`src/rtl/spi_slave_top.sv`:
```
// ---------------------------------------------------------------------------
// spi_slave_top
//   SPI slave byte transceiver in mode 0 (CPOL=0, CPHA=0), MSB first.
//   The SCK/CSN/MOSI pads are oversampled in the clk domain; nothing is
//   clocked by SCK. Each completed word appears on d_recieved together with
//   a one-clk DRDY strobe. Words can be streamed back to back inside one
//   CSN-low frame.
//
// Ports
//   clk         in   system clock, all logic on posedge
//   rst         in   asynchronous active-high reset
//   sck_pad     in   SPI clock from master (idle low), async to clk
//   csn_pad     in   SPI chip select (active low), async to clk
//   mosi_pad    in   master-out data, async to clk
//   miso_pad    out  slave-out data, always driven, 0 while deselected
//   DRDY        out  one-clk strobe, new word on d_recieved
//   d_recieved  out  last complete received word (MSB = first bit on wire)
//   d_to_send   in   word to transmit, sampled at CSN fall and after each
//                    completed word (on the following SCK fall)
//
// Frame FSM
//   state     | meaning
//   ST_IDLE   | CSN high: counter held at 0, SCK ignored, MISO low
//   ST_ACTIVE | CSN low: shifting on synced SCK edges
// ---------------------------------------------------------------------------
module spi_slave_top #(
    parameter int BYTE_W = 8
) (
    input  logic              clk,
    input  logic              rst,
    input  logic              sck_pad,
    input  logic              csn_pad,
    input  logic              mosi_pad,
    output logic              miso_pad,
    output logic              DRDY,
    output logic [BYTE_W-1:0] d_recieved,
    input  logic [BYTE_W-1:0] d_to_send
);

    localparam int              CNT_W    = $clog2(BYTE_W);
    localparam logic [CNT_W-1:0] LAST_BIT = CNT_W'(BYTE_W - 1);

    typedef enum logic {
        ST_IDLE,
        ST_ACTIVE
    } state_t;

    state_t r_state;
    state_t w_state_nxt;

    // synchronizers plus one history stage each for edge detection
    logic r_sck_s1, r_sck_s2, r_sck_d;
    logic r_csn_s1, r_csn_s2, r_csn_d;
    logic r_mosi_s1, r_mosi_s2;

    logic [CNT_W-1:0]  r_bit_cnt;
    logic [BYTE_W-1:0] r_rx_shift;
    logic [BYTE_W-1:0] r_tx_shift;
    logic [BYTE_W-1:0] r_d_recieved;
    logic              r_drdy;
    logic              r_reload;

    logic w_sck_rise;
    logic w_sck_fall;
    logic w_csn_fall;
    logic w_csn_rise;
    logic w_rx_en;
    logic w_tx_step;
    logic w_tx_load_start;
    logic w_word_done;

    always_ff @(posedge clk or posedge rst) begin
        if (rst) begin
            r_sck_s1  <= 1'b0;
            r_sck_s2  <= 1'b0;
            r_sck_d   <= 1'b0;
            r_csn_s1  <= 1'b1;
            r_csn_s2  <= 1'b1;
            r_csn_d   <= 1'b1;
            r_mosi_s1 <= 1'b0;
            r_mosi_s2 <= 1'b0;
        end else begin
            r_sck_s1  <= sck_pad;
            r_sck_s2  <= r_sck_s1;
            r_sck_d   <= r_sck_s2;
            r_csn_s1  <= csn_pad;
            r_csn_s2  <= r_csn_s1;
            r_csn_d   <= r_csn_s2;
            r_mosi_s1 <= mosi_pad;
            r_mosi_s2 <= r_mosi_s1;
        end
    end

    assign w_sck_rise =  r_sck_s2 & ~r_sck_d;
    assign w_sck_fall = ~r_sck_s2 &  r_sck_d;
    assign w_csn_fall = ~r_csn_s2 &  r_csn_d;
    assign w_csn_rise =  r_csn_s2 & ~r_csn_d;

    always_ff @(posedge clk or posedge rst) begin
        if (rst) begin
            r_state <= ST_IDLE;
        end else begin
            r_state <= w_state_nxt;
        end
    end

    // The state only leaves ACTIVE one cycle after the CSN rise strobe, so a
    // final SCK rise arriving in the same cycle as the CSN rise still
    // completes its word.
    always_comb begin
        w_state_nxt     = r_state;
        w_rx_en         = 1'b0;
        w_tx_step       = 1'b0;
        w_tx_load_start = 1'b0;
        case (r_state)
            ST_IDLE: begin
                if (w_csn_fall) begin
                    w_state_nxt     = ST_ACTIVE;
                    w_tx_load_start = 1'b1;
                end
            end
            ST_ACTIVE: begin
                w_rx_en   = w_sck_rise;
                w_tx_step = w_sck_fall & ~r_csn_s2;
                if (w_csn_rise) begin
                    w_state_nxt = ST_IDLE;
                end
            end
            default: begin
                w_state_nxt = ST_IDLE;
            end
        endcase
    end

    assign w_word_done = w_rx_en && (r_bit_cnt == LAST_BIT);

    always_ff @(posedge clk or posedge rst) begin
        if (rst) begin
            r_bit_cnt <= '0;
        end else if (r_csn_s2 || w_tx_load_start) begin
            // deselect (including the CSN rise cycle) drops any partial word
            r_bit_cnt <= '0;
        end else if (w_rx_en) begin
            r_bit_cnt <= w_word_done ? '0 : r_bit_cnt + 1'b1;
        end
    end

    always_ff @(posedge clk or posedge rst) begin
        if (rst) begin
            r_rx_shift   <= '0;
            r_d_recieved <= '0;
            r_drdy       <= 1'b0;
        end else begin
            r_drdy <= w_word_done;
            if (w_rx_en) begin
                r_rx_shift <= {r_rx_shift[BYTE_W-2:0], r_mosi_s2};
            end
            if (w_word_done) begin
                r_d_recieved <= {r_rx_shift[BYTE_W-2:0], r_mosi_s2};
            end
        end
    end

    // After a completed word the next SCK fall loads a fresh d_to_send
    // instead of shifting, so the master sees the new MSB on its next rise.
    always_ff @(posedge clk or posedge rst) begin
        if (rst) begin
            r_tx_shift <= '0;
        end else if (w_tx_load_start) begin
            r_tx_shift <= d_to_send;
        end else if (w_tx_step) begin
            if (r_reload) begin
                r_tx_shift <= d_to_send;
            end else begin
                r_tx_shift <= {r_tx_shift[BYTE_W-2:0], 1'b0};
            end
        end
    end

    always_ff @(posedge clk or posedge rst) begin
        if (rst) begin
            r_reload <= 1'b0;
        end else if (w_csn_rise || w_tx_load_start) begin
            r_reload <= 1'b0;
        end else if (w_word_done) begin
            r_reload <= 1'b1;
        end else if (w_tx_step) begin
            r_reload <= 1'b0;
        end
    end

    assign miso_pad   = (r_state == ST_ACTIVE) && !r_csn_s2 && r_tx_shift[BYTE_W-1];
    assign DRDY       = r_drdy;
    assign d_recieved = r_d_recieved;

endmodule

```
`config.mk`:
```
export PLATFORM = sky130hd
export DESIGN_NAME = spi_slave_top
export DESIGN_NICKNAME = d
export VERILOG_FILES = /design/src/rtl/spi_slave_top.sv
export SDC_FILE = /design/constraint.sdc
export NUM_CORES = 1
export LEC_CHECK = 0
export BUFFER_PORTS_ARGS = -buffer_cell sky130_fd_sc_hd__buf_2
export CORE_UTILIZATION = 45
export CTS_CLUSTER_DIAMETER = 30
export DETAILED_ROUTE_END_ITERATION = 6
export GPL_ROUTABILITY_DRIVEN = 0
export PLACE_DENSITY = 0.76
export RECOVER_POWER = 25
export SYNTH_ARGS = -nofsm -noshare
export SYNTH_HDL_FRONTEND = slang
export SYNTH_SLANG_ARGS = --single-unit
```
`constraint.sdc`:
```
create_clock -name clk -period 1.7 [get_ports clk]
set_input_delay 0.17 -clock clk [delete_from_list [all_inputs] [get_ports clk]]
set_output_delay 0.17 -clock clk [all_outputs]
set_load 0.01 [all_outputs]
```
* After elaboration in Yosys (flattened, before gate mapping)
Cells that the tools add are included.
Widths: inputs -> output; s select.
** Word-level totals
- Bits of input ports :: 13
- Output and inout port bits :: 10
- Register bits :: 37
** Cells by class
- Equality and inequality tests :: 1
- Bitwise gates (word level) :: 10
- Muxes and demuxes :: 15
- Add/subtract/negate cells :: 1
- Reduce and logical (&&, ||, !) cells :: 9
** Operators by type and width (count)
- $mux 8 :: 3
- $mux 3 :: 3
- $mux 1 :: 8
- $and 1x1->1 :: 5
- $not 1->1 :: 5
- $reduce_bool 2->1 :: 2
- $add 3x1->3 const B :: 1
- $eq 3x3->1 const B :: 1
- $logic_and 1x1->1 :: 3
- $reduce_bool 3->1 :: 1
- $logic_or 1x1->1 :: 2
- $pmux 1 s2 :: 1
- $logic_not 1->1 :: 1

* Longest topological paths before layout
Gate-level depths: netlist of the first run.
- Depth after elaboration :: 7
- Depth in mapped cells :: 5
- Mapped depth without buffers :: 5

* Worst setup path after synthesis of the first run
Ideal clock, no wire load.
- Kind :: register to register
- Start :: reg r_bit_cnt[0]
- End :: reg r_d_recieved[0] (netlist: d_recieved[0])
- Cell stages (with the launch flop) :: 5
- Data required time :: 1.575 ns
- Path slack :: 0.331 ns
- Library setup time :: 0.125 ns
- Period minus slack after synthesis :: 1.369 ns
- Arrival time :: 1.244 ns
- Cell sequence :: dfrtp_1 -> ha_1 -> ha_1 -> nand3_4 -> mux2_2
** Between the ends
- Cells in the longest elaborated chain, start to end :: 2
** Ends and longest elaborated chain
- start, declared :: line 56 : logic [CNT_W-1:0] r_bit_cnt;
- start signal, assigned :: line 144 : r_bit_cnt <= w_word_done ? '0 : r_bit_cnt + 1'b1;
- $eq 3x3->1 :: line 135 : assign w_word_done = w_rx_en && (r_bit_cnt == LAST_BIT);
- $logic_and 1x1->1 :: line 135
- end signal, assigned :: line 159 : r_d_recieved <= {r_rx_shift[BYTE_W-2:0], r_mosi_s2};
- end, declared :: line 59 : logic [BYTE_W-1:0] r_d_recieved;
Every way passes these cells.
A chain may end at the register's enable or synchronous reset.

* Final worst setup path of the first run
- Start :: reg r_csn_s2
- End :: out miso_pad
** Between the ends
- Cells in the longest elaborated chain, start to end :: 3
** Ends and longest elaborated chain
- start, declared :: line 53 : logic r_csn_s1, r_csn_s2, r_csn_d;
- start signal, assigned :: line 87 : r_csn_s2 <= r_csn_s1;
- $logic_not 1->1 :: line 192 : assign miso_pad = (r_state == ST_ACTIVE) && !r_csn_s2 && r_tx_shift[BYTE_W-1];
- $logic_and 1x1->1 (2 in series) :: line 192
- end, declared :: line 34 : output logic miso_pad,
Every way passes these cells.

==> results_dict.tcl, run 1 <==
set metrics [dict create \
    crit_buf_inv 2 \
    start_util 0.476 \
    setup_viol 0 \
    cts_tree "done" \
    coreArea_um2 3080 \
    num_io_pins 23 \
    ctsLongestPathBuffers 2 \
    synth_area_per_cell_um2 13.7 \
    critPathKind "flip-flop to primary output" \
    cts_max_level 2 \
    min_period_ns 1.53 \
    dieArea_um2 3490 \
    powerDensity_nw_per_um2 1140 \
    portBuffers 22 \
    regArea_um2 930 \
    root_buffer "clkbuf_4" \
    critPathTopFamily "flip-flops" \
    max_stage_delay_ns 0.60 \
    syn_area_um2 1470 \
    finalPower_mw 2.00 \
    ys_seq_elements 37 \
    finalCritPeriodShare 0.903 \
    detail_route.wl_per_cell_um 12.7 \
    die_h_um 59.1 \
    report.final.slew_viol_count 0 \
    hold_viol_final 0 \
    drtAntennaViolNets 0 \
    required_ns 1.53 \
    grt_pass1_wl_um 4050 \
    worst_setup_path_start_kind "flip-flop" \
    finalClockSkew_ns 0.00811 \
    slew_headroom 0.428 \
    async_flop_share 1.00 \
    syn_nets 122 \
    antenna_found_initial 0 \
    clk_pin_slew_ns 0.11 \
    fmax_mhz 652 \
    syn_inst 107 \
    arrival_ns 1.36 \
    rows 20 \
    first_global_vias 929 \
    drt_iter0_drc 12 \
    synth-seq-area-share 0.634 \
    rsz0062_at_grt "no" \
    area_growth_syn_to_layout_pct 19.9 \
    place_ws_ns 0.232 \
    status "completed" \
    via_count 893 \
    synth_edf_count 0 \
    drc 0 \
    clk_latency_ns 0.35 \
    path_cells "inv_1, and3_1, buf_2" \
    p_leak_nw 0.890 \
    overflow 0 \
    irDropWorstVdd_v 0.000664 \
    end_kind "primary output" \
    final_cells 186 \
    wl_um 2360 \
    track_usage 0.166 \
    grt_max_degree 38 \
    firstDrtPassIters 4 \
    yosys_warnings 0 \
    nets 156 \
    multiInputGateArea_um2 510 \
    cap_violations 0 \
    drive_gt1_frac 0.380 \
    cts_resized 0 \
    hold_class "input port to flip-flop" \
    fin_setup_tns_ns 0 \
    cpMaxStageDelayCell "dfstp_2" \
    crit_fanout 5 \
    n_antenna_cell 0 \
    synth_ff_type "dfrtp_1" \
    vias_per_cell 4.80 \
    final_core_util 0.571 \
    cts_buffers 5 \
    die_w_um 59.1 \
    synth_cell_types 26 \
    setup_ws_ns 0.165 \
    dp.cells 174 \
    max_slew.worst_pin.slew_ns 0.857 \
    fill_cells 271 \
    cts_sinks 37 \
]
final cells by class:
type | instances | area share
Timing Repair Buffer | 28 | 0.0904
Clock inverter | 2 | 0.0214
Multi-Input combinational cell | 65 | 0.290
Sequential cell | 37 | 0.529
Inverter | 4 | 0.00854
Clock buffer | 6 | 0.0292
Tap cell | 44 | 0.0313
worst paths after layout:
| kind | startpoint | end | slack (ns) | cells past startpoint |
|---|---|---|---|---|
| hold / removal | d_to_send[0] | r_tx_shift[0] | 0.07 | 3 |
| max in group asynchronous | rst | d_recieved[5] | 0.56 | 4 |
| min in group asynchronous | rst | r_mosi_s1 | 0.60 | 4 |
| setup / recovery | r_csn_s2 | miso_pad | 0.17 | 3 |
| setup reg to reg | r_bit_cnt[0] | d_recieved[6] | 0.22 | 4 |
| hold reg to reg | r_csn_s1 | r_csn_s2 | 0.37 | 0 |
stage by stage:
stage	hold WS, ns	instance area, um2
2_1_floorplan	0.174	1470
3_3_place_gp	0.277	1640
3_5_place_dp	0.279	1640
4_1_cts	0.0625	1760
5_1_grt	0.0935	1760
6_report	0.0724	1760
Yosys cell counts (all sizes together), types with 2 or more instances:
master,count,area (um2)
dfrtp,34,851
inv,4,15.0
o21ai,2,10.0
mux2,15,169
ha,2,25.0
nor2,12,52.6
a21oi,10,61.3
nand3,3,27.5
nand2,3,13.8
mux2i,8,80.1
dfstp,3,78.8
per-layer routing:
metal / up-vias / track usage / wire (um)
li1: 435 / - / -
met1: 431 / 0.192 / 1000
met2: 21 / 0.265 / 1180
met3: 6 / 0.0742 / 127
met4: 0 / 0.0816 / 52
met5: - / 0 / 0
worst reg2reg max path: cells and delay by family (launching register included):
kind / cells / cell delay, ns
muxes: 1 / 0.36
and+or+nand+nor: 1 / 0.17
DFF: 1 / 0.41
adders and majority gates: 2 / 0.43
flip-flops by register name, summed over array words and instances, names as in the netlist:
register / flops
r_reload: 1
r_sck_s1: 1
r_bit_cnt: 3
r_csn_s2: 1
r_csn_d: 1
r_sck_d: 1
r_tx_shift: 8
r_mosi_s2: 1
r_rx_shift: 7
r_csn_s1: 1
d_recieved: 8
r_sck_s2: 1
r_state: 1
r_mosi_s1: 1
DRDY: 1
power by group:
part / leakage, nW / internal (mW) / switching [mW] / total, mW
clock: 0.0445 / 0.349 / 0.292 / 0.641
combinational: 0.386 / 0.136 / 0.114 / 0.250
sequential: 0.459 / 1.02 / 0.0865 / 1.11
cells in the final DEF (no fill, tap or decap), types with 3 or more instances in the layout:
master          n
dfrtp_1        34
buf_2          22
mux2_2         15
nor2_1         11
a21oi_1         9
mux2i_1         8
clkbuf_4        5
inv_1           4
dlygate4sd3_1   4
dfstp_2         3
logic make-up (layout without fill, tap and decap cells):
group / count (synthesis) / in the layout / share of synthesized area
flip-flops: 37 / 37 / 0.634
AND/OR/NAND/NOR: 24 / 24 / 0.0913
multiplexers: 23 / 23 / 0.170
AO/OA/AOI/OAI: 15 / 15 / 0.0640
buffers and inverters: 5 / 40 / 0.0179
adder cells (fa/ha/maj): 2 / 2 / 0.0171
XOR/XNOR: 1 / 1 / 0.00597
what timing repair did:
action,4_1_cts,5_1_grt
hold buffers,4,0
hold endpoints to repair,37,0
buffers inserted,0,0
No activity file was read; power rests on OpenSTA's default activity.
==> inputs of run 2 (changes only) <==
--- a/config.mk
+++ b/config.mk
@@ -5,12 +5,12 @@
 export SDC_FILE = /design/constraint.sdc
 export NUM_CORES = 1
 export LEC_CHECK = 0
-export BUFFER_PORTS_ARGS = -buffer_cell sky130_fd_sc_hd__buf_2
 export CORE_UTILIZATION = 45
 export CTS_CLUSTER_DIAMETER = 30
 export DETAILED_ROUTE_END_ITERATION = 6
+export DONT_BUFFER_PORTS = 1
 export GPL_ROUTABILITY_DRIVEN = 0
-export PLACE_DENSITY = 0.76
+export PLACE_DENSITY = 0.7
 export RECOVER_POWER = 25
 export SYNTH_ARGS = -nofsm -noshare
 export SYNTH_HDL_FRONTEND = slang
==> run 2 against run 1 <==
Maximum frequency grew 4.3%. First-iteration DRC count grew 92%. Sequential power barely moved. Via count is 5.5% lower. Combinational power decreased by 7%. Critical path type is now flip-flop to flip-flop. Global-route usage fell by 1.7 points. Register-to-register slack about the same. Largest power group unchanged. Highest routed layer unchanged. Clock skew increased by 0.0011 ns.
==> results_dict.tcl, run 2 (synthesized netlist as in run 1, its figures left out) <==
set metrics [dict create \
    status "completed" \
    portBuffers 0 \
    start_util 0.476 \
    min_from "d_to_send[5]" \
    report.final.slew_viol_count 0 \
    n_antenna_cell 0 \
    seqPwrFrac 0.620 \
    min_period_ns 1.47 \
    min_to "r_tx_shift[5]" \
    max_slew.worst_pin.slew_ns 0.881 \
    die_w_um 59.1 \
    p_clk_frac 0.250 \
    dp_hpwl_um 1520 \
    powerDensity_nw_per_um2 1100 \
    wl_um 2250 \
    power_switching_uw 483 \
    fmax_mhz 680 \
    clk_latency_ns 0.34 \
    p_int_mw 1.30 \
    arrival_ns 1.71 \
    num_io_pins 23 \
    cts_tree "done" \
    clk_pin_slew_ns 0.11 \
    p_leak_nw 0.777 \
    cap_violations 0 \
    hold_class "input port to flip-flop" \
    r2r_end "d_recieved[0]" \
    pwr-share-comb 0.130 \
    root_buffer "clkbuf_4" \
    area_growth_syn_to_layout_pct 10.5 \
    finalCritPeriodShare 0.866 \
    cts_sinks 37 \
    slew_headroom 0.413 \
    rsz0062_at_grt "no" \
    final_common_cell "dfrtp_1" \
    irDropWorstVdd_v 0.000803 \
    drc 0 \
    firstDrtPassIters 4 \
    drive_gt1_frac 0.267 \
    reg2regPathDepth 4 \
    fin_setup_tns_ns 0 \
    required_ns 1.94 \
    cts_max_level 2 \
    cts_buffers 5 \
    vias_per_cell 5.15 \
    hold_viol_final 0 \
    ctsLongestPathBuffers 2 \
    post-cts-setup-buffer-count 0 \
    via_count 844 \
    drt_iter0_drc 23 \
    r2r-start "r_bit_cnt[0]" \
    grt_max_degree 38 \
    drtAntennaViolNets 0 \
    detail_route.wl_per_cell_um 13.7 \
    end_kind "flip-flop" \
    hold-worst-slack_ns 0.0334 \
    antenna_found_initial 0 \
    grt_pass1_wl_um 3680 \
    crit_fanout 10 \
    coreArea_um2 3080 \
    nets 134 \
    dieArea_um2 3490 \
    hold_depth 2 \
    setup_viol 0 \
    track_usage 0.150 \
    worst_setup_path_start_kind "flip-flop" \
    first_global_vias 870 \
    rows 20 \
    finalClockSkew_ns 0.00921 \
    die_h_um 59.1 \
    critPathKind "flip-flop to flip-flop" \
    final_cell_mix "dfrtp_1, mux2_2, nor2_1" \
    r2r_slack_ns 0.23 \
    overflow 0 \
    p_sw_frac 0.270 \
]
## run 2: changes by cell type in the layout (fill, tap and decap cells not counted)
cell / before / now
bufinv_16: 1 / 0
clkinv_2: 0 / 2
buf_2: 22 / 0
clkbuf_8: 1 / 0
clkbuf_1: 1 / 0
dlygate4sd3_1: 4 / 5
## run 2: worst max-delay path, cell delays in order (launching register included)
cell and delay, ns:
dfrtp_1 0.41, ha_1 0.21, ha_1 0.22, nand3_4 0.17, mux2_2 0.36
## run 2: area by class of cell
cell class,count,area [um2]
Fill cell,266,1460
Sequential cell,37,930
Multi-Input combinational cell,65,510
Timing Repair Buffer,6,55.1
Tap cell,44,55.1
Clock buffer,5,37.5
Clock inverter,3,17.5
Inverter,4,15.0
## run 2: worst max-delay path by stage
stage                 startpoint       endpoint  slack [ns]  depth (start not counted)
floorplan           r_bit_cnt[0]  d_recieved[0]        0.33                          4
global placement    r_bit_cnt[0]  d_recieved[0]        0.29                          4
detailed placement  r_bit_cnt[0]  d_recieved[0]        0.23                          4
CTS                     r_csn_s2       miso_pad        0.21                          2
global route            r_sck_s2  r_tx_shift[0]        0.14                          4
finish              r_bit_cnt[0]  d_recieved[0]        0.23                          4
## run 2: power groups by stage
stage / combinational [mW] / clock [mW] / sequential [mW]
after CTS: 0.238 / 0.467 / 1.11
final: 0.232 / 0.447 / 1.11
after global routing: 0.265 / 0.501 / 1.13
after detailed placement: 0.229 / 0 / 1.13
after floorplan: 0.200 / 0 / 1.10
after global placement: 0.219 / 0 / 1.12
## run 2: routing by layer
| metal | up-vias | global-route usage | share of wire |
|---|---|---|---|
| li1 | 398 | - | - |
| met1 | 420 | 0.161 | 0.43 |
| met2 | 20 | 0.237 | 0.47 |
| met3 | 6 | 0.0852 | 0.080 |
| met4 | 0 | 0.0748 | 0.023 |
| met5 | - | 0 | 0 |
## run 2: through the flow
step / setup WS (ns) / utilization / std cells / power, mW / area (um2)
3_5_place_dp: 0.235 / 0.493 / 151 / 1.36 / 1520
3_3_place_gp: 0.290 / 0.493 / 151 / 1.34 / 1520
6_report: 0.229 / 0.526 / 164 / 1.79 / 1620
2_1_floorplan: 0.331 / - / 107 / 1.30 / 1470
5_1_grt: 0.137 / 0.526 / 164 / 1.89 / 1620
4_1_cts: 0.209 / 0.527 / 164 / 1.81 / 1620
## run 2: repair_timing
item / 4_1_cts / 5_1_grt
hold endpoints to repair: 38 / 0
hold buffers: 5 / 0
resized for setup: 0 / 0
==> inputs of run 3 (changes only) <==
--- a/config.mk
+++ b/config.mk
@@ -5,6 +5,7 @@
 export SDC_FILE = /design/constraint.sdc
 export NUM_CORES = 1
 export LEC_CHECK = 0
+export ABC_AREA = 1
 export CORE_UTILIZATION = 45
 export CTS_CLUSTER_DIAMETER = 30
 export DETAILED_ROUTE_END_ITERATION = 6
==> run 3 against run 2 <==
Global-route usage up 0.92 points. Flip-flop and latch count did not move. Wire length increased by 22%. Clock power up 51%. Synthesized cell count grew 76%. Critical path depth is 1 lower. Critical endpoint is now miso_pad. Largest cell class unchanged.
==> results_dict.tcl, run 3 <==
set metrics [dict create \
    status "completed" \
    synth_top_area_cell "dfrtp_1" \
    vias_per_cell 4.89 \
    clk_latency_ns 0.28 \
    crit_fanout 11 \
    yosys.area.top_type_share 0.499 \
    globalRouteMet1Util 0.211 \
    cts_sinks 37 \
    finalPower_mw 2.19 \
    max_slew.worst_pin.slew_ns 0.863 \
    drc 0 \
    hold_depth 4 \
    async_flop_share 1.00 \
    synth_area_per_cell_um2 9.07 \
    drive_gt1_frac 0.166 \
    die_w_um 63.6 \
    dp.cells 235 \
    root_buffer "clkbuf_8" \
    num_io_pins 23 \
    start_util 0.466 \
    synth_commonest_cells "nand2_1, dfrtp_1, inv_1" \
    final_common_cell "nand2_1" \
    cts_buffers 5 \
    cts_tree "done" \
    grt-busiest-layer "met2" \
    final_cells 247 \
    min_from "d_to_send[7]" \
    slew_headroom 0.425 \
    overflow 0 \
    detail_route.wl_per_cell_um 11.1 \
    max_stage_delay_ns 0.58 \
    ys_seq_elements 37 \
    n_antenna_cell 0 \
    min_period_ns 1.51 \
    hold_class "input port to flip-flop" \
    finalCritPeriodShare 0.887 \
    hold_viol_final 0 \
    drtAntennaViolNets 0 \
    die_h_um 63.6 \
    synth-seq-area-share 0.545 \
    hold-worst-slack_ns 0.116 \
    cpMaxStageDelayCell "dfstp_2" \
    dp_hpwl_um 1900 \
    reg2regPathDepth 5 \
    setup_viol 0 \
    syn_inst 188 \
    wl_um 2750 \
    irDropWorstVdd_v 0.000763 \
    p_leak_nw 0.978 \
    drt_iter0_drc 62 \
    arrival_ns 1.34 \
    powerDensity_nw_per_um2 1160 \
    worst_setup_path_start_kind "flip-flop" \
    cts_max_level 2 \
    coreArea_um2 3660 \
    critPathTopFamily "flip-flops" \
    firstDrtPassIters 4 \
    area_growth_syn_to_layout_pct 10.3 \
    syn_area_um2 1710 \
    finalClockSkew_ns 0.00494 \
    critPathKind "flip-flop to primary output" \
    antenna_found_initial 0 \
    r2r_end "r_tx_shift[1]" \
    use_met3 0.0543 \
    grtUsageMet2 0.246 \
    ctsLongestPathBuffers 2 \
    first_global_vias 1152 \
    cts_resized 0 \
    synth_cell_types 20 \
    grt_max_degree 38 \
    synth_most_common_cell "nand2_1" \
    fmax_mhz 663 \
    cap_violations 0 \
    portBuffers 0 \
    end_kind "primary output" \
    synth_ff_type "dfrtp_1" \
    rows 22 \
    dieArea_um2 4040 \
    synth.area.top_cells "dfrtp_1, nand2_1, dfstp_2" \
    r2r-start "r_csn_s2" \
    r2r_slack_ns 0.36 \
    crit_buf_inv 2 \
    clk_pin_slew_ns 0.07 \
    nets 213 \
    synth_edf_count 0 \
    rsz0062_at_grt "no" \
    syn_nets 203 \
    min_to "r_tx_shift[7]" \
    fin_setup_tns_ns 0 \
    report.final.slew_viol_count 0 \
    required_ns 1.53 \
    final_cell_mix "nand2_1, dfrtp_1, inv_1" \
    grt_pass1_wl_um 5020 \
    track_usage 0.159 \
    yosys_warnings 0 \
    path_cells "inv_1, buf_4, and3_2" \
    via_count 1208 \
]
run 3: cell types whose count changed after synthesis, sizes merged, moves of 6 or more:
cell | previous run | this run
nand2 | 3 | 80
mux2 | 15 | 0
o21ai | 2 | 17
inv | 4 | 15
nand4 | 0 | 9
a21oi | 10 | 2
mux2i | 8 | 0
nand3 | 3 | 11
buf | 1 | 7
nor2 | 12 | 6
run 3: power breakdown:
part           total, mW  switching (mW)  internal (mW)
Sequential          1.12          0.0826           1.04
Clock              0.675           0.301          0.374
Combinational      0.396           0.244          0.152
Total               2.19           0.627           1.56
run 3: metrics by stage:
step | setup WS, ns | util | area [um2]
final | 0.193 | 0.514 | 1880
after detailed placement | 0.366 | 0.475 | 1740
after global placement | 0.388 | 0.475 | 1740
after CTS | 0.177 | 0.514 | 1880
after floorplan | 0.471 | - | 1710
after global routing | 0.123 | 0.514 | 1880
run 3: kinds of logic (layout without fill, tap and decap cells):
logic type,after synthesis,after routing,synth area share
AO/OA/AOI/OAI,20,20,0.0866
adder cells (fa/ha/maj),2,2,0.0147
buffers and inverters,22,33,0.0756
flip-flops,37,37,0.545
AND/OR/NAND/NOR,107,107,0.278
run 3: repair_timing:
| action | 4_1_cts | 5_1_grt |
|---|---|---|
| setup buffers | 0 | 0 |
| hold endpoints to repair | 37 | 0 |
| hold buffers | 4 | 0 |
run 3: metal layers:
layer  part of all wire  routed length [um]
met1               0.49                1360
met2               0.46                1260
met3              0.037                 103
met4              0.011                  31
met5                  0                   0
run 3: cell type report:
| class | count | area (um2) |
|---|---|---|
| fill | 325 | 1780 |
| sequential | 37 | 930 |
| multi-input combinational | 129 | 647 |
| clock buffer | 7 | 96.3 |
| timing repair buffer | 10 | 82.6 |
| tap | 48 | 60.1 |
| inverter | 15 | 56.3 |
| clock inverter | 1 | 8.76 |
run 3: how the worst max path moves through the flow:
| stage | slack [ns] | end | cells past startpoint | start |
|---|---|---|---|---|
| global route | 0.12 | miso_pad | 3 | r_csn_s2 |
| floorplan | 0.47 | d_recieved[0] | 6 | r_bit_cnt[0] |
| global placement | 0.39 | r_tx_shift[0] | 5 | r_csn_s2 |
| detailed placement | 0.37 | d_recieved[7] | 6 | r_bit_cnt[0] |
| finish | 0.19 | miso_pad | 3 | r_csn_s2 |
| CTS | 0.18 | miso_pad | 3 | r_csn_s2 |
run 3: worst register-to-register path: cells and delay by family (launching register included):
kind,cells,cell delay [ns]
flops,1,0.58
buf+inv,1,0.09
simple gates,4,0.57
